===== src/rtl/sipo_packer.sv =====
// Serial-in/parallel-out packer: assembles IN_WIDTH-bit beats into WORD_WIDTH-bit words
// aligned by a sync marker, presented on a one-entry valid/ready output register.
module sipo_packer #(
  parameter int IN_WIDTH   = 1,
  parameter int WORD_WIDTH = 8,
  parameter int MSB_FIRST  = 1
) (
  input  logic                  clk,
  input  logic                  rst,
  input  logic [IN_WIDTH-1:0]   in_data,
  input  logic                  in_valid,
  input  logic                  in_sync,
  output logic [WORD_WIDTH-1:0] out_data,
  output logic                  out_valid,
  input  logic                  out_ready,
  output logic                  locked,
  output logic                  sync_err,
  output logic                  overflow
);

  localparam int BEATS = WORD_WIDTH / IN_WIDTH;
  localparam int CNT_W = $clog2(BEATS);
  localparam logic [CNT_W-1:0] LAST_BEAT = CNT_W'(BEATS - 1);

  typedef enum logic {HUNT = 1'b0, PACK = 1'b1} state_t;

  state_t                state_q, state_d;
  logic [CNT_W-1:0]      cnt_q, cnt_d;
  logic [WORD_WIDTH-1:0] acc_q, acc_d;
  logic [WORD_WIDTH-1:0] out_data_q, out_data_d;
  logic                  out_valid_q, out_valid_d;
  logic                  locked_q, locked_d;
  logic                  sync_err_q, sync_err_d;
  logic                  overflow_q, overflow_d;

  logic [CNT_W-1:0]      slot;
  logic [WORD_WIDTH-1:0] merged;

  // A sync beat always restarts at slice 0 on a clean accumulator.
  always_comb begin
    slot   = in_sync ? '0 : cnt_q;
    merged = in_sync ? '0 : acc_q;
    for (int k = 0; k < BEATS; k++) begin
      if (slot == CNT_W'(k)) begin
        merged[((MSB_FIRST != 0) ? (WORD_WIDTH - (k + 1) * IN_WIDTH) : (k * IN_WIDTH)) +: IN_WIDTH] = in_data;
      end
    end
  end

  always_comb begin
    state_d     = state_q;
    cnt_d       = cnt_q;
    acc_d       = acc_q;
    out_data_d  = out_data_q;
    out_valid_d = out_valid_q && !out_ready;
    sync_err_d  = 1'b0;
    overflow_d  = 1'b0;

    if (in_valid) begin
      if (in_sync) begin
        sync_err_d = (state_q == PACK) && (cnt_q != '0);
        state_d    = PACK;
        cnt_d      = CNT_W'(1);
        acc_d      = merged;
      end else if (state_q == PACK) begin
        if (cnt_q == LAST_BEAT) begin
          cnt_d = '0;
          acc_d = '0;
          // Load when empty or when the held word drains this same cycle.
          if (!out_valid_q || out_ready) begin
            out_data_d  = merged;
            out_valid_d = 1'b1;
          end else begin
            overflow_d = 1'b1;
          end
        end else begin
          cnt_d = cnt_q + CNT_W'(1);
          acc_d = merged;
        end
      end
    end

    locked_d = (state_d == PACK);
  end

  always_ff @(posedge clk) begin
    if (rst) begin
      state_q     <= HUNT;
      cnt_q       <= '0;
      acc_q       <= '0;
      out_data_q  <= '0;
      out_valid_q <= 1'b0;
      locked_q    <= 1'b0;
      sync_err_q  <= 1'b0;
      overflow_q  <= 1'b0;
    end else begin
      state_q     <= state_d;
      cnt_q       <= cnt_d;
      acc_q       <= acc_d;
      out_data_q  <= out_data_d;
      out_valid_q <= out_valid_d;
      locked_q    <= locked_d;
      sync_err_q  <= sync_err_d;
      overflow_q  <= overflow_d;
    end
  end

  assign out_data  = out_data_q;
  assign out_valid = out_valid_q;
  assign locked    = locked_q;
  assign sync_err  = sync_err_q;
  assign overflow  = overflow_q;

endmodule


===== config.mk =====
export PLATFORM = sky130hd
export DESIGN_NAME = sipo_packer
export DESIGN_NICKNAME = d
export VERILOG_FILES = /design/src/rtl/sipo_packer.sv
export SDC_FILE = /design/constraint.sdc
export NUM_CORES = 1
export LEC_CHECK = 0
export ABC_CLOCK_PERIOD_IN_PS = 2400
export CAP_MARGIN = 20
export CORE_MARGIN = 5
export CORE_UTILIZATION = 25
export DETAILED_ROUTE_END_ITERATION = 10
export MAX_ROUTING_LAYER = met4
export PLACE_DENSITY = 0.53
export SLEW_MARGIN = 20
export SYNTH_ARGS = -nofsm -noshare
export SYNTH_HDL_FRONTEND = slang
export SYNTH_SLANG_ARGS = --single-unit

===== constraint.sdc =====
create_clock -name clk -period 2.4 [get_ports clk]
set_clock_uncertainty 0.1 [all_clocks]
set_input_delay 0.48 -clock clk [delete_from_list [all_inputs] [get_ports clk]]
set_output_delay 0.48 -clock clk [all_outputs]
set_load 0.02 [all_outputs]

==> metrics.cfg <==
[outcome]
status=complete, no violations

[cells_and_area]
fillers=441
post-route-util_pct=32.0
drive_above_1_share_pct=15.0
n_antenna_cell=0
areaGrowthSynthToFinish_pct=24.0
finalNetCount=138

[grt]
grt_pass1_wl_mm=4.52
grt_antenna_before_repair=0
overflow=0
grt_pass1_vias=936
grt_start_max_net_pins=18
grt_usage_pct=9.54

[clocking]
h-tree-depth=1
root_buffer=clkbuf_8
hold_buffers=0
clock_sinks=23
cts_resized=0
cts_tree=built
clock_latency_ns=0.26
cts_buffers=3
clockBufferDepth=2
path_clk_slew_ns=0.08
postCtsSetupBuffers=0

[drt]
drt-vias-per-instance=5.02
drt_iter0_markers=70
dr.pass1.iters=4
routed_wirelength_mm=2.63
drt.antenna.violating_nets=0
wl_per_cell_um=14.7
num_vias=899
drc=0

[synth]
seq_area_frac_synth_pct=41.0
synth_edf_count=0
syn_nets=121
synth_ff_type=dfxtp_1
ys_ff_latch=23
yosysWarnings=0
syn_inst=111
ys_async_sr_fraction_pct=0
synth_cell_types=31
syn_area_sq_um=1120
avgSynthCellArea_sq_um=10.1

[die]
die_h_um=77
fp.dieW_um=77
coreArea_sq_um=4350
io-pin-count=18
start_util_pct=25.8
dieArea_sq_um=5930
row_count=24

[timing]
setup_ws_ns=0.451
rsz0062_at_grt=no
layout_min_cycle_time_ns=1.95
drv_slew=0
final-hold-violation-count=0
fin_setup_tns_ns=0
period_share_pct=81.2
worst_pin_slew_ns=0.459
clock.fmax_mhz=513
slew_headroom_pct=69.4
setup_viol=0

[critical_path]
required_ns=2.50
path_class=reg2reg
critical_path_peak_fanout=13
critPathSlowestCell=or4b_2
start_kind=flip-flop
worst_setup_path_end_kind=flip-flop
slowest_delay_ns=0.64
cp_data_arrival_time_ns=2.05
cp_common_cell=ha_1
crit_chain=ha_1 -> ha_1 -> or4b_2 -> a21oi_1

[power]
power_density_nw_per_um2=496
peakVddDrop_uv=366
p_leak_uw=0.000483

[place]
dp_hpwl_mm=1.86
port_buffers=17
dpl_worst_slack_ns=0.252
place.gp.congestion=0.790

[hold_path]
hold_class=reg2reg

[job]
maxCapViolCount=0

cell type report:
class | count | area (sq um) | area share [%]
inverter | 4 | 15.0 | 1.08
multi-input combinational | 72 | 583 | 41.9
clock buffer | 4 | 45.0 | 3.24
sequential | 23 | 460 | 33.1
timing repair buffer | 24 | 223 | 16.0
tap | 52 | 65.1 | 4.68
state kept, by name (all words and copies together), names as in the netlist:
register   flops
overflow       1
out_valid      1
cnt_q          3
out_data       8
acc_q          8
sync_err       1
locked         1
final timing paths:
path | slack, ns | cells past startpoint | from | endpoint
setup reg to reg | 0.45 | 4 | cnt_q[0]$_SDFFE_PP0P_ | cnt_q[1]$_SDFFE_PP0P_
setup / recovery | 0.45 | 4 | cnt_q[0]$_SDFFE_PP0P_ | cnt_q[1]$_SDFFE_PP0P_
hold reg to reg | 0.37 | 1 | acc_q[6]$_SDFFE_PP0P_ | acc_q[6]$_SDFFE_PP0P_
hold / removal | 0.37 | 1 | acc_q[6]$_SDFFE_PP0P_ | acc_q[6]$_SDFFE_PP0P_
cell families after synthesis:
kind of cell / count (synthesis) / share of synthesized area, %
adders and majority gates: 4 / 4.46
AOI/OAI and AO/OA: 33 / 25.1
DFF: 23 / 41.0
and+or+nand+nor: 28 / 16.2
muxes: 7 / 6.24
buffers and inverters: 16 / 7.02
layout by cell type (no fill, tap or decap), drive strengths merged, types with 5 or more instances in the layout:
| cell | n |
|---|---|
| nand2 | 5 |
| a211oi | 8 |
| dfxtp | 23 |
| buf | 7 |
| a31oi | 8 |
| clkdlybuf4s50 | 17 |
| mux2i | 7 |
| o2bb2ai | 8 |
per-stage QoR:
step | std cells | hold slack [ns] | total power (uW) | cell area [sq um]
floorplan | 111 | 0.332 | 436 | 1120
global placement | 175 | 0.348 | 459 | 1350
detailed placement | 175 | 0.353 | 460 | 1350
CTS | 179 | 0.377 | 700 | 1390
global route | 179 | 0.393 | 718 | 1390
finish | 179 | 0.373 | 690 | 1390
Yosys cell counts (2+ instances only):
cell type | n | area [sq um]
nor2b_1 | 4 | 25.0
mux2i_1 | 7 | 70.1
a31oi_1 | 8 | 50.1
ha_1 | 4 | 50.1
dfxtp_1 | 23 | 460
nor2_1 | 2 | 7.51
nor4b_1 | 2 | 17.5
o2bb2ai_2 | 7 | 105
a21oi_1 | 4 | 20.0
a211oi_1 | 7 | 52.6
nand2_1 | 5 | 18.8
inv_1 | 4 | 15.0
buf_2 | 6 | 30.0
o21ai_0 | 3 | 15.0
nor3b_1 | 4 | 30.0
nand3b_1 | 3 | 22.5
clkbuf_1 | 4 | 15.0
worst max-delay path: cells and delay by family (launching register included):
family / cells / cell delay (ns)
compound gates: 1 / 0.16
simple gates: 1 / 0.64
fa+ha+maj: 2 / 0.53
flops: 1 / 0.46
layer usage:
metal	wire length (um)	track usage (%)	vias to the layer above
met3	116	2.81	4
met1	1290	12.5	435
met5	0	-	-
met4	31	2.92	0
met2	1190	14.2	18
li1	-	-	442
where the power goes:
part	total (uW)	switching, uW	internal (uW)	leakage (uW)
Combinational	57.8	29.5	28.2	0.000274
Clock	239	121	119	0.0000228
Sequential	393	7.76	385	0.000186
No activity file was read; power rests on OpenSTA's default activity.
